`src/rtl/community_job_sched_if.sv`:
```
// Handshake bundle between the job scheduler, its requesters, the result consumer and the
// community-assignment engine. The scheduler connects through the slave modport.
interface community_job_sched_if #(
  parameter int NUM_REQ   = 4,
  parameter int PRECISION = 16
);
  logic [NUM_REQ-1:0]   req;
  logic [NUM_REQ-1:0]   gnt;
  logic                 rsp_valid;
  logic                 rsp_ready;
  logic [2:0]           rsp_id;
  logic [PRECISION-1:0] rsp_modularity;
  logic                 rsp_err;
  logic                 eng_start;
  logic                 eng_done;
  logic [PRECISION-1:0] eng_modularity;
  logic                 busy;
  logic [15:0]          jobs_done;
  logic [7:0]           timeouts;

  modport master (
    output req, rsp_ready, eng_done, eng_modularity,
    input  gnt, rsp_valid, rsp_id, rsp_modularity, rsp_err, eng_start,
           busy, jobs_done, timeouts
  );

  modport slave (
    input  req, rsp_ready, eng_done, eng_modularity,
    output gnt, rsp_valid, rsp_id, rsp_modularity, rsp_err, eng_start,
           busy, jobs_done, timeouts
  );
endinterface

```
`src/rtl/community_job_sched.sv`:
```
// Round-robin scheduler that hands one shared community-assignment engine to NUM_REQ
// requesters, one job at a time, with a run-length watchdog and job/timeout counters.
module community_job_sched #(
  parameter int NUM_REQ        = 4,
  parameter int PRECISION      = 16,
  parameter int TIMEOUT_CYCLES = 65535
) (
  input logic                   clk,
  input logic                   rst,
  community_job_sched_if.slave  bus
);
  localparam int TW = $clog2(TIMEOUT_CYCLES);

  typedef enum logic [2:0] {
    S_IDLE, S_START, S_WAIT, S_RESP, S_RELEASE
  } state_e;

  state_e               state_q, state_d;
  logic [2:0]           rr_ptr_q, rr_ptr_d;
  logic [2:0]           owner_q, owner_d;
  logic [NUM_REQ-1:0]   gnt_q, gnt_d;
  logic [TW-1:0]        timer_q, timer_d;
  logic                 arm_q, arm_d;
  logic                 rsp_valid_q, rsp_valid_d;
  logic [2:0]           rsp_id_q, rsp_id_d;
  logic [PRECISION-1:0] mod_q, mod_d;
  logic                 err_q, err_d;
  logic                 eng_start_q, eng_start_d;
  logic [15:0]          jobs_q, jobs_d;
  logic [7:0]           to_q, to_d;
  logic [2:0]           sel;
  logic                 found;

  // Lowest set request overall, overridden by the lowest one at or after rr_ptr.
  always_comb begin
    found = 1'b0;
    sel   = '0;
    for (int i = NUM_REQ - 1; i >= 0; i--) begin
      if (bus.req[i]) begin
        found = 1'b1;
        sel   = 3'(i);
      end
    end
    for (int i = NUM_REQ - 1; i >= 0; i--) begin
      if (bus.req[i] && (3'(i) >= rr_ptr_q)) sel = 3'(i);
    end
  end

  always_comb begin
    // NOTE: every next-state signal takes its hold value first, so no path leaves one unassigned and no latch is inferred.
    state_d   = state_q;
    rr_ptr_d  = rr_ptr_q;
    owner_d   = owner_q;
    gnt_d     = '0;
    timer_d   = timer_q;
    arm_d     = arm_q;
    rsp_id_d  = rsp_id_q;
    mod_d     = mod_q;
    err_d     = err_q;
    jobs_d    = jobs_q;
    to_d      = to_q;
    unique case (state_q)
      S_IDLE: begin
        if (found) begin
          owner_d  = sel;
          gnt_d    = NUM_REQ'(1) << sel;
          rr_ptr_d = (sel == 3'(NUM_REQ - 1)) ? 3'd0 : sel + 3'd1;
          state_d  = S_START;
        end
      end
      S_START: begin
        timer_d = '0;
        arm_d   = 1'b0;
        state_d = S_WAIT;
      end
      S_WAIT: begin
        timer_d = timer_q + TW'(1);
        if (!bus.eng_done) arm_d = 1'b1;
        // Completion is checked first so it wins over a coincident timeout.
        if (arm_q && bus.eng_done) begin
          mod_d    = bus.eng_modularity;
          err_d    = 1'b0;
          rsp_id_d = owner_q;
          state_d  = S_RESP;
        end else if (timer_q == TW'(TIMEOUT_CYCLES - 1)) begin
          mod_d    = '0;
          err_d    = 1'b1;
          rsp_id_d = owner_q;
          to_d     = (to_q == 8'hFF) ? to_q : to_q + 8'd1;
          state_d  = S_RESP;
        end
      end
      S_RESP: begin
        if (rsp_valid_q && bus.rsp_ready) begin
          if (!err_q) jobs_d = jobs_q + 16'd1;
          state_d = S_RELEASE;
        end
      end
      S_RELEASE: state_d = S_IDLE;
      default:   state_d = S_IDLE;
    endcase
    eng_start_d = (state_d == S_START) || (state_d == S_WAIT) || (state_d == S_RESP);
    rsp_valid_d = (state_d == S_RESP);
  end

  always_ff @(posedge clk) begin
    // NOTE: state registers use non-blocking assignments so every flop samples pre-edge values.
    if (rst) begin
      state_q     <= S_IDLE;
      rr_ptr_q    <= '0;
      owner_q     <= '0;
      gnt_q       <= '0;
      timer_q     <= '0;
      arm_q       <= 1'b0;
      rsp_valid_q <= 1'b0;
      rsp_id_q    <= '0;
      mod_q       <= '0;
      err_q       <= 1'b0;
      eng_start_q <= 1'b0;
      jobs_q      <= '0;
      to_q        <= '0;
    end else begin
      state_q     <= state_d;
      rr_ptr_q    <= rr_ptr_d;
      owner_q     <= owner_d;
      gnt_q       <= gnt_d;
      timer_q     <= timer_d;
      arm_q       <= arm_d;
      rsp_valid_q <= rsp_valid_d;
      rsp_id_q    <= rsp_id_d;
      mod_q       <= mod_d;
      err_q       <= err_d;
      eng_start_q <= eng_start_d;
      jobs_q      <= jobs_d;
      to_q        <= to_d;
    end
  end

  assign bus.gnt            = gnt_q;
  assign bus.rsp_valid      = rsp_valid_q;
  assign bus.rsp_id         = rsp_id_q;
  assign bus.rsp_modularity = mod_q;
  assign bus.rsp_err        = err_q;
  assign bus.eng_start      = eng_start_q;
  assign bus.busy           = (state_q != S_IDLE);
  assign bus.jobs_done      = jobs_q;
  assign bus.timeouts       = to_q;
endmodule

```
`src/flat_wrapper.sv`:
```
// flat-port wrapper written by rule: the top's interface ports become plain ports
module community_job_sched_flat 
#(
  parameter int NUM_REQ        = 4,
  parameter int PRECISION      = 16,
  parameter int TIMEOUT_CYCLES = 65535
)
  (clk, rst, bus_req, bus_rsp_ready, bus_eng_done, bus_eng_modularity, bus_gnt, bus_rsp_valid, bus_rsp_id, bus_rsp_modularity, bus_rsp_err, bus_eng_start, bus_busy, bus_jobs_done, bus_timeouts);
  community_job_sched_if #(.NUM_REQ(NUM_REQ), .PRECISION(PRECISION)) bus_i ();
  input logic clk;
  input logic rst;
  input wire logic [$bits(bus_i.req)-1:0] bus_req;
  input wire logic [$bits(bus_i.rsp_ready)-1:0] bus_rsp_ready;
  input wire logic [$bits(bus_i.eng_done)-1:0] bus_eng_done;
  input wire logic [$bits(bus_i.eng_modularity)-1:0] bus_eng_modularity;
  output wire logic [$bits(bus_i.gnt)-1:0] bus_gnt;
  output wire logic [$bits(bus_i.rsp_valid)-1:0] bus_rsp_valid;
  output wire logic [$bits(bus_i.rsp_id)-1:0] bus_rsp_id;
  output wire logic [$bits(bus_i.rsp_modularity)-1:0] bus_rsp_modularity;
  output wire logic [$bits(bus_i.rsp_err)-1:0] bus_rsp_err;
  output wire logic [$bits(bus_i.eng_start)-1:0] bus_eng_start;
  output wire logic [$bits(bus_i.busy)-1:0] bus_busy;
  output wire logic [$bits(bus_i.jobs_done)-1:0] bus_jobs_done;
  output wire logic [$bits(bus_i.timeouts)-1:0] bus_timeouts;
  assign bus_i.req = bus_req;
  assign bus_i.rsp_ready = bus_rsp_ready;
  assign bus_i.eng_done = bus_eng_done;
  assign bus_i.eng_modularity = bus_eng_modularity;
  assign bus_gnt = bus_i.gnt;
  assign bus_rsp_valid = bus_i.rsp_valid;
  assign bus_rsp_id = bus_i.rsp_id;
  assign bus_rsp_modularity = bus_i.rsp_modularity;
  assign bus_rsp_err = bus_i.rsp_err;
  assign bus_eng_start = bus_i.eng_start;
  assign bus_busy = bus_i.busy;
  assign bus_jobs_done = bus_i.jobs_done;
  assign bus_timeouts = bus_i.timeouts;
  community_job_sched #(.NUM_REQ(NUM_REQ), .PRECISION(PRECISION), .TIMEOUT_CYCLES(TIMEOUT_CYCLES)) u_core (.clk(clk), .rst(rst), .bus(bus_i));
endmodule
```
`config.mk`:
```
export PLATFORM = sky130hd
export DESIGN_NAME = community_job_sched_flat
export DESIGN_NICKNAME = d
export VERILOG_FILES = /design/src/rtl/community_job_sched_if.sv /design/src/rtl/community_job_sched.sv /design/src/flat_wrapper.sv
export SDC_FILE = /design/constraint.sdc
export NUM_CORES = 1
export LEC_CHECK = 0
export BUFFER_PORTS_ARGS = -buffer_cell sky130_fd_sc_hd__clkbuf_2
export CORE_AREA = 4 4 79 99
export DETAILED_ROUTE_END_ITERATION = 10
export DIE_AREA = 0 0 83 103
export PLACE_DENSITY_LB_ADDON = 0.1
export SLEW_MARGIN = 20
export SYNTH_ARGS = -nofsm -noshare
export SYNTH_HDL_FRONTEND = slang
export SYNTH_SLANG_ARGS = --single-unit
export TNS_END_PERCENT = 30
```
`constraint.sdc`:
```
create_clock -name clk -period 1.7 [get_ports clk]
set_input_delay 0.34 -clock clk [delete_from_list [all_inputs] [get_ports clk]]
set_output_delay 0.34 -clock clk [all_outputs]
set_load 0.02 [all_outputs]
```
* Word level (Yosys, flattened, before mapping)
Cells that the tools add are included.
Word-level totals: register bits after elaboration 76
Cells by class: $add $sub $neg 4, $lt $le $gt $ge 4, eq/ne operators 10, shifts and indexed selects 1, muxes and demuxes 27, bitwise logic cells 5, reduce and logical (&&, ||, !) cells 18
Operators with widths (number):
- $add 16x1->16 const B | 2
- $mux 16 | 2
- $pmux 16 s2 | 1
- $mux 3 | 7
- $eq 16x16->1 const B | 1
- $mux 2 | 8
- $eq 3x2->1 const B | 4
- $pmux 3 s4 | 1
- $add 8x1->8 const B | 1
- $eq 8x8->1 const B | 1
- $mux 1 | 7
- $eq 3x1->1 const B | 2
- $ge 1x3->1 const A | 2
- $ge 2x3->1 const A | 2
- $logic_and 1x1->1 | 6
- $reduce_and 2->1 | 3
- $not 1->1 | 5
- $reduce_and 4->1 | 1
- $reduce_bool 2->1 | 2
- $shl 1x2->4 const A | 1
- $add 2x1->3 const B | 1
- $logic_not 3->1 | 1
- $reduce_and 3->1 | 1
- $reduce_bool 3->1 | 1
- other kinds (5) | 6

* Depth between registers and ports, before layout
depth after elaboration 10, mapped depth 8, depth with buffers taken out 7

* Least setup slack after synthesis
Ideal clock, no wire load.
path type flip-flop to flip-flop, start register u_core.state_q[2], end register u_core.rr_ptr_q[0], setup time 0.070 ns, arrival time 1.774 ns, required time 1.630 ns, setup slack -0.144 ns, cell stages (with the launch flop) 7, path buffers 2, cells stage by stage dfxtp_1 buf_2 or3_1 or2_0 clkbuf_1 or3_1 a21oi_1
Between the ends: word-level cells in the longest chain between the ends 2
Ends and longest elaborated chain:
- from (decl) | RTL line community_job_sched.sv:18 | state_e state_q, state_d;
- from (signal assigned) | RTL line community_job_sched.sv:123 | state_q <= state_d;
- $logic_not 3->1 | RTL line community_job_sched.sv:62 | unique case (state_q)
- $reduce_and 2->1 (no line)
- to (signal assigned) | RTL line community_job_sched.sv:124 | rr_ptr_q <= rr_ptr_d;
- to (decl) | RTL line community_job_sched.sv:19 | logic [2:0] rr_ptr_q, rr_ptr_d;
No other way between the ends. A chain may end at the register's enable or synchronous reset.

* Worst setup path after layout
start register u_core.state_q[0], end register u_core.timer_q[12]
Between the ends: word-level cells in the longest chain between the ends 2
Ends and longest elaborated chain:
- $eq 3x2->1 or $eq 3x1->1 (tied branches) | RTL line community_job_sched.sv:62
- $pmux 16 s2 or $reduce_bool 2->1 (tied branches)
- to (signal assigned) | RTL line community_job_sched.sv:127 | timer_q <= timer_d;
- to (decl) | RTL line community_job_sched.sv:22 | logic [TW-1:0] timer_q, timer_d;
Several ways; a longest one is shown, not always the timed one.

==> flow_summary_export.csv <==
group,metric,value,unit
die,io_pins,75,
drt,vias,3022,
timing,fin_skew,0.00701,ns
drt,dr.pass1.iters,4,
power_and_ir_drop,intPower,2.52,mW
drt,routed_wirelength,7630,um
finish,seqCellArea,1480,um2
finish,fillers,642,
clock_network,cts_tree,"done",
clock_network,cts_made_buffers,9,
placed_design,dp_cells,564,
drt,wl_per_cell,13.1,um
power_and_ir_drop,p_per_area,789,nW/um2
finish,drive_gt1_share,36.0,%
clock_network,clock_latency,0.34,ns
timing,setup_ws,-0.0874,ns
timing,period_needed,1.79,ns
power_and_ir_drop,clock_power_share,34.1,%
yosys,syn_inst,367,
finish,areaGrowthSynthToFinish,33.7,%
clock_network,clock_path_buffers,2,
clock_network,cts_root_buf,"clkbuf_8",
timing,hold_viol_final,0,
finish,multi_input_area,1750,um2
grt,antenna_found_initial,0,
die,start_util,46.9,%
grt,gr-total-overflow,0,
power_and_ir_drop,power_frac_comb,13.5,%
power_and_ir_drop,vdd_drop_max,691,uV
power_and_ir_drop,power,3.41,mW
power_and_ir_drop,swShare,25.9,%
drt,postRouteAntennaNets,0,
yosys,yosysWarnings,0,
drt,drc,0,
yosys,synthesis.area,3230,um2
setup_path,end_kind,"flip-flop",
placed_design,place.gp.congestion,0.782,
drt,drt_iter0_drc,172,
power_and_ir_drop,p_leak,1.83,nW
setup_path,path_class,"reg2reg",
die,die_w,83,um
timing,fmax,0.559,GHz
yosys,avgSynthCellArea,8.80,um2
grt,track_usage,18.3,%
yosys,ys_ff_latch,73,
timing,rsz0062_at_grt,"true",
timing,tns,-0.145,ns
setup_path,required,1.98,ns
finish,final_cell_mix,"72 x clkbuf_2, 68 x nor2_1, 64 x dfxtp_1",
die,die_area,8550,um2
placed_design,dp_slack,-0.137,ns
setup_path,start_kind,"flip-flop",
finish,layout.cells.non_filler,581,
status,violations,"negative setup slack",
finish,design_area,4320,um2
job,maxCapViolations,0,
yosys,seq_area_frac_synth,45.3,%
timing,relSlewSlack,63.0,%
timing,maxSlewViolCount,0,
setup_path,cp_data_arrival_time,2.07,ns
die,die_height,103,um
grt,first_global_vias,2855,
status,outcome,"complete, but fails checks",
timing,tightestPinTransition,0.552,ns
power_and_ir_drop,p_sw,0.883,mW
finish,final_common_cell,"clkbuf_2",
setup_path,critPathMaxFanout,5,
placed_design,hpwl,5610,um
grt,grt_pass1_wl,12900,um
die,core_area,6890,um2
finish,final_util,62.7,%
finish,nets,516,
clock_network,cts.sinks,73,
yosys,synthDistinctLibCells,53,
yosys,synth_nets,396,
power_and_ir_drop,power_frac_seq,52.4,%
drt,routed_via_density,5.20,
die,row_count,34,
timing,period_share,105,%
placed_design,place_area,4070,um2
clock_network,clk_pin_slew,0.07,ns
hold_path,hold_path.class,"in2reg",
clock_network,cts.htree.levels,3,
timing,finalHoldWorstSlack,0.245,ns
grt,grt_max_degree,27,
timing,setup_viol,4,
placed_design,io_buffers,73,
finish,diodes,0,
timing repair:
| action | CTS | global route |
|---|---|---|
| pin swaps | 1 | 8 |
| hold buffers | 0 | 0 |
| setup buffers | 0 | 2 |
| resized for setup | 1 | 17 |
| setup endpoints to repair | 23 | 39 |
| endpoints found under the hold margin | 0 | 0 |
cells by family (layout without fill, tap and decap cells):
kind of cell               Yosys count  count (layout)  synth area share (%)
muxes                               13              13                  4.18
AOI/OAI and AO/OA                   59              59                  12.0
xor gates and xnor gates            18              18                  4.88
adders and majority gates            5               5                  1.94
other                                1               1                 0.116
DFF                                 73              73                  45.3
buffers and inverters               25             149                  3.10
and+or+nand+nor                    173             173                  28.5
synth_stat cells (all sizes together):
cell type  instances  area share (%)
xnor2              7             1.9
dfxtp             73              45
o41ai              1            0.27
nor3b              4            0.93
ha                 5             1.9
nor4               7             2.0
inv                6            0.70
o31ai              2            0.46
xor2              11             3.0
a22oi             16             3.7
or2                3            0.66
and2               3            0.58
nand2b             1            0.19
o211ai             1            0.23
mux2               4             1.4
mux2i              9             2.8
nor2              70             8.4
buf                4            0.66
o21ai              9             1.4
a31oi              2            0.39
nand2             26             3.0
or4                2            0.46
clkbuf            15             1.7
or3b               2            0.62
nand3             13             2.4
a311oi             1            0.27
a211oi             2            0.46
or3                6             1.2
o22ai              1            0.19
a41oi              1            0.85
a21oi             21             3.3
nand3b             3            0.70
o21a               1            0.23
nand4             11             2.8
nor3              13             2.6
and4               3            0.81
a32oi              1            0.27
and3               6             1.2
conb               1            0.12
worst max-delay path, stage by stage, from the launching register on:
cell and delay [ns]:
dfxtp_4 0.36, or3b_4 0.45, nor4_4 0.37, nand3_1 0.16, mux2_4 0.33, nor2_2 0.07
worst paths after layout:
check	from	endpoint	slack, ns	depth (start not counted)
hold reg to reg	u_core.rr_ptr_q[0]	u_core.rr_ptr_q[0]	0.48	2
setup reg to reg	u_core.state_q[0]	u_core.timer_q[12]	-0.09	5
setup / recovery	u_core.state_q[0]	u_core.timer_q[12]	-0.09	5
hold / removal	bus_eng_modularity[5]	u_core.bus.rsp_modularity[5]	0.25	3
registers in the layout, summed over array words and instances, names as in the netlist:
| register | flops |
|---|---|
| u_core.bus.jobs_done | 16 |
| u_core.bus.rsp_modularity | 16 |
| u_core.timer_q | 16 |
| u_core.bus.timeouts | 8 |
| u_core.bus.gnt | 4 |
| u_core.state_q | 3 |
| u_core.bus.rsp_id | 2 |
| u_core.owner_q | 2 |
| u_core.rr_ptr_q | 2 |
| u_core.arm_q | 1 |
| u_core.bus.eng_start | 1 |
| u_core.bus.rsp_err | 1 |
| u_core.bus.rsp_valid | 1 |
area by class of cell:
cell class / instances / share of cell area, %
clock buffer: 12 / 3.36
clock inverter: 3 / 0.406
inverter: 6 / 0.521
multi-input combinational: 269 / 40.4
sequential: 73 / 34.2
tap: 90 / 2.61
timing repair buffer: 128 / 18.5
power by group through the flow:
| stage | clock network [mW] | logic (mW) | registers [mW] |
|---|---|---|---|
| detailed placement | 0 | 0.430 | 1.83 |
| global route | 1.28 | 0.509 | 1.79 |
| global placement | 0 | 0.425 | 1.82 |
| finish | 1.16 | 0.458 | 1.78 |
| CTS | 1.20 | 0.434 | 1.79 |
| floorplan | 0 | 0.225 | 1.85 |
layer usage:
metal  share of wire (%)  vias to the layer above  track usage [%]
li1                    -                     1529                -
met1                  43                     1424             21.2
met2                  50                       61             32.8
met3                 5.0                        8             5.68
met4                 1.4                        0             5.28
met5                   0                        -                0
Power figures use the tool's default switching activity.
